File: config.mk
export PLATFORM = sky130hd
export DESIGN_NAME = edit_ctl
export DESIGN_NICKNAME = d
export VERILOG_FILES = /design/src/rtl/edit_ctl.sv
export SDC_FILE = /design/constraint.sdc
export NUM_CORES = 1
export LEC_CHECK = 0
export ABC_AREA = 1
export CAP_MARGIN = 20
export CORE_MARGIN = 5
export CORE_UTILIZATION = 45
export CTS_CLUSTER_DIAMETER = 30
export CTS_CLUSTER_SIZE = 25
export DETAILED_ROUTE_END_ITERATION = 12
export DONT_BUFFER_PORTS = 1
export HOLD_SLACK_MARGIN = 0.1
export PLACE_DENSITY_LB_ADDON = 0.08
export SETUP_SLACK_MARGIN = 0.15
export SKIP_LAST_GASP = 1
export SLEW_MARGIN = 20
export SYNTH_ARGS = -nofsm -noshare
export SYNTH_HDL_FRONTEND = slang
export SYNTH_SLANG_ARGS = --single-unit
File: constraint.sdc
create_clock -name clk -period 1.6 [get_ports clk]
set_input_delay 0.16 -clock clk [delete_from_list [all_inputs] [get_ports clk]]
set_output_delay 0.16 -clock clk [all_outputs]
set_load 0.05 [all_outputs]
File: src/rtl/edit_ctl.sv
// edit_ctl: front-panel edit controller.
// Debounces MODE/NEXT/INC buttons, runs the VIEW/EDIT/RD/WR page and field
// editor, and does read-modify-write of packed-BCD bytes in the display RAM.
// Optional INC auto-repeat is built only when EDIT_CTL_AUTOREPEAT_EN is defined.
`timescale 1ns/1ps

module edit_ctl #(
    parameter int         DEB_N = 11,
    parameter int         PAGES = 4,
    parameter logic [7:0] LIM0  = 8'h59,
    parameter logic [7:0] LIM1  = 8'h59,
    parameter logic [7:0] LIM2  = 8'h23
) (
    input  logic       clk,
    input  logic       clrn,
    input  logic [2:0] btn,
    output logic [1:0] page,
    output logic [5:0] blink_mask,
    output logic       edit_active,
    output logic [3:0] ram_raddr,
    input  logic [7:0] ram_r,
    output logic [3:0] ram_waddr,
    output logic [7:0] ram_wdata,
    output logic       ram_we
);

    typedef enum logic [1:0] {
        ST_VIEW = 2'd0,
        ST_EDIT = 2'd1,
        ST_RD   = 2'd2,
        ST_WR   = 2'd3
    } state_t;

    // Packed-BCD maximum of the field being edited.
    function automatic logic [7:0] lim_sel(input logic [1:0] field);
        logic [7:0] lim;
        case (field)
            2'd0:    lim = LIM0;
            2'd1:    lim = LIM1;
            2'd2:    lim = LIM2;
            default: lim = 8'h00;
        endcase
        return lim;
    endfunction

    // One BCD increment step with wrap at the field limit; invalid BCD clears.
    function automatic logic [7:0] bcd_step(input logic [7:0] x, input logic [7:0] lim);
        logic [7:0] y;
        if ((x[7:4] > 4'd9) || (x[3:0] > 4'd9)) begin
            y = 8'h00;
        end else if (x == lim) begin
            y = 8'h00;
        end else if (x[3:0] == 4'd9) begin
            y = {x[7:4] + 4'd1, 4'h0};
        end else begin
            y = x + 8'd1;
        end
        return y;
    endfunction

    // Two adjacent digits blink for the selected field.
    function automatic logic [5:0] blink_for(input logic [1:0] field);
        return 6'b000011 << {field, 1'b0};
    endfunction

    logic [2:0]       r_sync1;
    logic [2:0]       r_sync2;
    logic [DEB_N-1:0] r_tick_cnt;
    logic             w_tick;
    logic [2:0]       r_samp;
    logic [2:0]       r_pressed;
    logic [2:0]       r_pulse;
    logic             w_inc_raw;
    logic             w_mode_p;
    logic             w_next_p;
    logic             w_inc_p;
    logic [1:0]       w_page_inc;

    state_t           r_state;
    logic [1:0]       r_page;
    logic [1:0]       r_field;
    logic [5:0]       r_blink;
    logic             r_edit;
    logic [3:0]       r_raddr;
    logic [3:0]       r_waddr;
    logic [7:0]       r_wdata;
    logic             r_we;

    // Two-flop synchronizer for the asynchronous buttons (released = 1).
    always_ff @(posedge clk or negedge clrn) begin
        if (!clrn) begin
            r_sync1 <= 3'b111;
            r_sync2 <= 3'b111;
        end else begin
            r_sync1 <= btn;
            r_sync2 <= r_sync1;
        end
    end

    // Free-running sample-period counter.
    always_ff @(posedge clk or negedge clrn) begin
        if (!clrn) begin
            r_tick_cnt <= '0;
        end else begin
            r_tick_cnt <= r_tick_cnt + DEB_N'(1);
        end
    end

    assign w_tick = &r_tick_cnt;

    // Debounce: two equal consecutive samples change the accepted state;
    // each accepted press emits a single-cycle pulse.
    always_ff @(posedge clk or negedge clrn) begin
        if (!clrn) begin
            r_samp    <= 3'b111;
            r_pressed <= 3'b000;
            r_pulse   <= 3'b000;
        end else begin
            r_pulse <= 3'b000;
            if (w_tick) begin
                r_samp <= r_sync2;
                for (int i = 0; i < 3; i++) begin
                    if (!r_pressed[i] && !r_sync2[i] && !r_samp[i]) begin
                        r_pressed[i] <= 1'b1;
                        r_pulse[i]   <= 1'b1;
                    end else if (r_pressed[i] && r_sync2[i] && r_samp[i]) begin
                        r_pressed[i] <= 1'b0;
                    end
                end
            end
        end
    end

`ifdef EDIT_CTL_AUTOREPEAT_EN
    logic [4:0] r_rep_cnt;
    logic       r_rep_p;

    // INC auto-repeat: first extra pulse after 16 held ticks, then every 4.
    always_ff @(posedge clk or negedge clrn) begin
        if (!clrn) begin
            r_rep_cnt <= 5'd0;
            r_rep_p   <= 1'b0;
        end else begin
            r_rep_p <= 1'b0;
            if (w_tick) begin
                if (r_pressed[2] && !r_sync2[2]) begin
                    if (r_rep_cnt == 5'd15) begin
                        r_rep_p   <= 1'b1;
                        r_rep_cnt <= 5'd12;
                    end else begin
                        r_rep_cnt <= r_rep_cnt + 5'd1;
                    end
                end else begin
                    r_rep_cnt <= 5'd0;
                end
            end
        end
    end

    assign w_inc_raw = r_pulse[2] | r_rep_p;
`else
    assign w_inc_raw = r_pulse[2];
`endif

    // MODE beats NEXT beats INC when pulses coincide.
    assign w_mode_p = r_pulse[0];
    assign w_next_p = r_pulse[1] & ~r_pulse[0];
    assign w_inc_p  = w_inc_raw & ~r_pulse[0] & ~r_pulse[1];

    assign w_page_inc = (r_page == 2'(PAGES - 1)) ? 2'd0 : (r_page + 2'd1);

    // Page/field editor. ram_raddr tracks {page, field} whenever they change,
    // so the RAM already returns the selected byte during RD; the new value
    // is registered at the RD->WR edge and written with ram_we high in WR.
    always_ff @(posedge clk or negedge clrn) begin
        if (!clrn) begin
            r_state <= ST_VIEW;
            r_page  <= 2'd0;
            r_field <= 2'd0;
            r_blink <= 6'd0;
            r_edit  <= 1'b0;
            r_raddr <= 4'd0;
            r_waddr <= 4'd0;
            r_wdata <= 8'd0;
            r_we    <= 1'b0;
        end else begin
            r_we <= 1'b0;
            case (r_state)
                ST_VIEW: begin
                    if (w_mode_p) begin
                        r_page  <= w_page_inc;
                        r_raddr <= {w_page_inc, 2'd0};
                    end else if (w_next_p) begin
                        r_state <= ST_EDIT;
                        r_field <= 2'd0;
                        r_blink <= blink_for(2'd0);
                        r_edit  <= 1'b1;
                        r_raddr <= {r_page, 2'd0};
                    end
                end
                ST_EDIT: begin
                    if (w_mode_p) begin
                        r_state <= ST_VIEW;
                        r_field <= 2'd0;
                        r_blink <= 6'd0;
                        r_edit  <= 1'b0;
                        r_raddr <= {r_page, 2'd0};
                    end else if (w_next_p) begin
                        if (r_field >= 2'd2) begin
                            r_state <= ST_VIEW;
                            r_field <= 2'd0;
                            r_blink <= 6'd0;
                            r_edit  <= 1'b0;
                            r_raddr <= {r_page, 2'd0};
                        end else begin
                            r_field <= r_field + 2'd1;
                            r_blink <= blink_for(r_field + 2'd1);
                            r_raddr <= {r_page, r_field + 2'd1};
                        end
                    end else if (w_inc_p) begin
                        r_state <= ST_RD;
                    end
                end
                ST_RD: begin
                    r_state <= ST_WR;
                    r_we    <= 1'b1;
                    r_waddr <= {r_page, r_field};
                    r_wdata <= bcd_step(ram_r, lim_sel(r_field));
                end
                ST_WR: begin
                    r_state <= ST_EDIT;
                end
                default: begin
                    r_state <= ST_VIEW;
                    r_field <= 2'd0;
                    r_blink <= 6'd0;
                    r_edit  <= 1'b0;
                end
            endcase
        end
    end

    assign page        = r_page;
    assign blink_mask  = r_blink;
    assign edit_active = r_edit;
    assign ram_raddr   = r_raddr;
    assign ram_waddr   = r_waddr;
    assign ram_wdata   = r_wdata;
    assign ram_we      = r_we;

endmodule

# Word-level counts from Yosys, hierarchy flattened

Cells that the tools add are included.
W data, S select, Z words.

Bits in registers: 56

Add/subtract/negate cells: 5
Magnitude comparators: 3
Equal/unequal tests: 15
Shift operators: 1
Muxes and demuxes: 48
Bitwise gates (word level): 5
Reduce and logical (&&, ||, !) cells: 38

Operators with widths:

| kind                    | number |
|---|---|
| $reduce_and A12 Y1      | 3 |
| $mux W8                 | 4 |
| $mux W6                 | 5 |
| $mux W2                 | 13 |
| $mux W4                 | 4 |
| $mux W1                 | 15 |
| $pmux W7 S2             | 1 |
| $logic_and A1 B1 Y1     | 12 |
| $pmux W6 S2             | 1 |
| $add A11 B1 Y11 const B | 1 |
| $reduce_and A11 Y1      | 1 |
| $logic_not A1 Y1        | 9 |
| $ne A3 B3 Y1 const B    | 3 |
| $add A8 B1 Y8 const B   | 1 |
| $eq A2 B2 Y1 const B    | 4 |
| $eq A8 B8 Y1            | 1 |
| $gt A4 B4 Y1 const B    | 2 |
| $ne A4 B4 Y1 const B    | 2 |
| $pmux W2 S4             | 1 |
| $pmux W4 S2             | 1 |
| $reduce_and A4 Y1       | 2 |
| $reduce_bool A2 Y1      | 4 |
| $shl A2 B3 Y6 const A   | 1 |
| $reduce_and A5 Y1       | 1 |
| 16 further kinds        | 23 |

# Longest topological paths before layout

Depth after elaboration: 7
Gate-level depth with buffers: 9

# Worst setup path before layout

Ideal clock, no wire load.

Path kind: flip-flop to flip-flop
From: register blink_mask[4] (netlist name)
To: register r_wdata[5], in the netlist ram_wdata[5]
Arrival time: 1.305 ns
Required time: 1.482 ns
Slack: 0.178 ns
Cell stages (with the launch flop): 10
Buffers on the path: 0
Period minus slack after synthesis: 1.422 ns
Cell sequence: dfrtp_1 -> inv_1 -> nor2_1 -> nand2_1 -> nand2_1 -> nand2_1 -> nor2_1 -> nor2_2 -> nand2_1 -> nand2_1

RTL lines:

| element              | RTL line | RTL |
|---|---|---|
| end signal, assigned | 228      | `r_wdata <= bcd_step(ram_r, lim_sel(r_field));` |
| end, declared        | 86       | `logic [7:0] r_wdata;` |

# Worst setup path in the final report

From: register r_state[0]
To: register r_waddr[2], in the netlist ram_waddr[2]

Cells in the longest elaborated chain, start to end: 1

RTL lines:

| element                | RTL line | RTL |
|---|---|---|
| start, declared        | 79       | `state_t r_state;` |
| start signal, assigned | 177      | `r_state <= ST_VIEW;` |
| start signal, assigned | 194      | `r_state <= ST_EDIT;` |
| start signal, assigned | 203      | `r_state <= ST_VIEW;` |
| $eq A2 B2 Y1           | 188      | `case (r_state)` |
| end signal, assigned   | 227      | `r_waddr <= {r_page, r_field};` |
| end, declared          | 85       | `logic [3:0] r_waddr;` |

Every way passes these cells.
A chain may end at the register's enable or synchronous reset.

==> flow_summary.yaml <==
setup_path:
  cp_data_arrival_time_ps: 1560
  cp.depth: 6
  r2r_cells: 6
  r2r_end: "ram_waddr[2]"
  critPathBufInv: 3
  start_kind: "flop"
  critical_path_required_ps: 1780
  critPathCaptureType: "flop"
  worst-path-max-fanout: 6
  r2r_start: "r_state[0]"
  path_cells: "inv_2 -> ha_2 -> clkinvlp_4 -> buf_4 -> nand2_1 -> o21ai_0"
  max_stage_delay_ps: 450
  crit_family: "flip-flops"
  path_class: "reg -> reg"
  r2r_slack_ps: 220
  critPathSlowestCell: "dfrtp_2"
hold_path:
  hp-start: "ram_r[2]"
  hold_class: "in -> reg"
  hold_end: "ram_wdata[2]"
  hold_path_depth: 6
synthesis:
  async_reset_ff_share_pct: 100
  synth_seq_cells: 51
  synth_edf_count: 0
  synth_warnings: 0
  syn_area_mm2: 0.00244
  netlist_instances: 289
  yosysUniqueCellTypes: 24
  synth.avg_cell_area_um2: 8.44
  syn_nets: 311
  ys.flop_type: "dfrtp_1"
  yosysSeqAreaShare_pct: 52.8
global_routing:
  grt_max_degree: 52
  grt_pass1_wl_mm: 8.26
  antenna_found_initial: 0
  grt_overflow: 0
  grt_pass1_vias: 1859
  grtUsageTotal_pct: 14.3
pwr:
  ir_drop_mv: 0.604
  switchingPower_uw: 468
  p_leak_uw: 0.00140
  swShare_pct: 20.5
  comb_power_share_pct: 4.6
  p_int_uw: 1810
  pwr-share-clk_pct: 38.1
  powerDensity_mw_per_mm2: 792
  seq_power_share_pct: 57.3
sta:
  rsz0062_at_grt: "true"
  relSlewSlack_pct: 66.7
  finalHoldViolCount: 0
  tightest_slew_ps: 500
  finalCritPeriodShare_pct: 86.2
  holdWs_ps: 152
  fin_crit_ps: 1380
  slew_viol_final: 0
  fin_skew_ps: 9.70
  tns_ps: 0
  fmax_mhz: 725
  setup_viol: 0
routing:
  drtIter0Drc: 51
  vias: 1861
  final_antenna_net_count: 0
  route.detailed.drc: 0
  vias_per_cell: 4.82
  first_pass_iters: 6
  wl_per_cell_um: 12.4
  wl_mm: 4.80
flow_run:
  maxCapViolCount: 0
floorplan:
  initial_utilization_pct: 47.2
  dieWidth_um: 83.6
  io_pins: 39
  die_h_um: 83.6
  core_region_area_mm2: 0.00517
  rows: 26
  die_area_mm2: 0.00699
layout:
  antenna_cells: 0
  final_util_pct: 55.7
  layout-drive-gt1-share_pct: 16.5
  layout.nets: 337
  area_delta_synth_final_pct: 18.0
  n_fill_cell: 454
clock_tree:
  numCtsBuffers: 5
  clockBufferDepth: 2
  cts.sinks: 51
  cts_tree: "yes"
  clkLatencyLatePin_ps: 300
  htreeDepth: 2
  clk_pin_slew_worst_paths_ps: 90
  cts_root_buf: "clkbuf_8"
placed_design:
  dp_hpwl_mm: 3.40
  port_buffers: 0
  place.gp.congestion: 0.856
run_status:
  status: "complete, no violations"
[cell usage after synthesis (2+ instances only)]
| cell | number | area share, % |
|---|---|---|
| buf_4 | 3 | 0.92 |
| xnor2_1 | 3 | 1.1 |
| nor3_1 | 3 | 0.62 |
| nand2_1 | 82 | 13 |
| dfstp_2 | 9 | 9.7 |
| nor2_4 | 2 | 0.92 |
| nand4_1 | 2 | 0.51 |
| ha_1 | 9 | 4.6 |
| xor2_1 | 4 | 1.4 |
| nand2_2 | 4 | 1.0 |
| nand3_1 | 20 | 4.1 |
| nor2_2 | 5 | 1.3 |
| o21ai_1 | 4 | 0.82 |
| nor2_1 | 23 | 3.5 |
| dfrtp_1 | 42 | 43 |
| a21oi_1 | 7 | 1.4 |
| o21ai_0 | 20 | 4.1 |
| inv_1 | 41 | 6.3 |
[layer usage]
layer,vias to the layer above,routed length (um),GRT usage (%)
met5,-,0,0
met4,0,72,4.82
met3,6,298,5.03
met2,39,2410,25.8
li1,946,-,-
met1,870,2020,15.4
[tightest hold or removal path, delay by kind of cell]
| family | cells | cell delay [ps] |
|---|---|---|
| AND/OR/NAND/NOR | 4 | 190 |
| buffers and inverters | 2 | 70 |
[how the worst max path moves through the flow]
stage	startpoint	end	slack, ps
after CTS	r_state[0]	ram_wdata[0]	160
after detailed placement	r_state[1]	edit_active	80
final	r_state[0]	ram_waddr[2]	220
after floorplan	blink_mask[4]	ram_wdata[5]	180
after global routing	r_state[0]	ram_waddr[0]	120
after global placement	r_state[1]	edit_active	160
[per-stage QoR]
step	instance area, um2	power (uW)	worst slack [ps]	cells
final	2880	2280	221	386
after global routing	2880	2390	121	386
after CTS	2820	2320	163	384
after detailed placement	2550	1380	75.4	362
after global placement	2550	1380	162	362
after floorplan	2440	1370	178	289
[cells in the final DEF (no fill, tap or decap)]
| cell type | instances |
|---|---|
| a21oi_1 | 7 |
| a31oi_1 | 1 |
| and2_1 | 1 |
| buf_16 | 1 |
| buf_4 | 12 |
| bufinv_16 | 1 |
| clkbuf_1 | 2 |
| clkbuf_8 | 5 |
| clkinvlp_4 | 1 |
| dfrtp_1 | 40 |
| dfrtp_2 | 2 |
| dfstp_2 | 9 |
| dlygate4sd3_1 | 10 |
| ha_1 | 6 |
| ha_2 | 1 |
| ha_4 | 2 |
| inv_1 | 38 |
| inv_2 | 2 |
| nand2_1 | 81 |
| nand2_2 | 5 |
| nand3_1 | 20 |
| nand3_2 | 1 |
| nand3b_1 | 1 |
| nand4_1 | 2 |
| nor2_1 | 22 |
| nor2_2 | 4 |
| nor2_4 | 4 |
| nor3_1 | 2 |
| nor3_2 | 1 |
| o211ai_2 | 1 |
| o21ai_0 | 18 |
| o21ai_1 | 6 |
| xnor2_1 | 3 |
| xor2_1 | 4 |
[cell families after synthesis]
family / share of synthesized area (%)
xor+xnor: 2.51
compound gates: 7.13
fa+ha+maj: 4.62
flops: 52.8
simple gates: 25.6
buf+inv: 7.38
[layout make-up]
| cell class | instances | area, um2 | area share [%] |
|---|---|---|---|
| sequential | 51 | 1290 | 44.8 |
| multi-input combinational | 193 | 1020 | 35.4 |
| timing repair buffer | 23 | 218 | 7.56 |
| inverter | 41 | 158 | 5.48 |
| tap | 70 | 87.6 | 3.04 |
| clock buffer | 7 | 76.3 | 2.65 |
| clock inverter | 1 | 30.0 | 1.04 |
[registers in the layout, indices dropped and copies added, names as in the netlist]
register     count
blink_mask       2
edit_active      1
page             2
r_field          1
r_pressed        3
r_pulse          3
r_samp           3
r_state          2
r_sync1          3
r_sync2          3
r_tick_cnt      11
ram_raddr        4
ram_waddr        4
ram_wdata        8
ram_we           1
[repair_timing]
| item | CTS | global route |
|---|---|---|
| hold buffers | 11 | 0 |
| hold endpoints to repair | 60 | 0 |
| setup endpoints to repair | 8 | 20 |
| resized for setup | 2 | 15 |
| setup buffers | 3 | 2 |
| pin swaps | 1 | 3 |
[power groups by stage]
| stage | clock [uW] | combinational, uW | sequential, uW |
|---|---|---|---|
| 2_1_floorplan | 0 | 43.6 | 1330 |
| 3_3_place_gp | 0 | 50.5 | 1330 |
| 3_5_place_dp | 0 | 51.3 | 1330 |
| 4_1_cts | 904 | 107 | 1310 |
| 5_1_grt | 962 | 122 | 1310 |
| 6_report | 870 | 105 | 1310 |
Note: power is estimated with default switching activity, not from simulation.
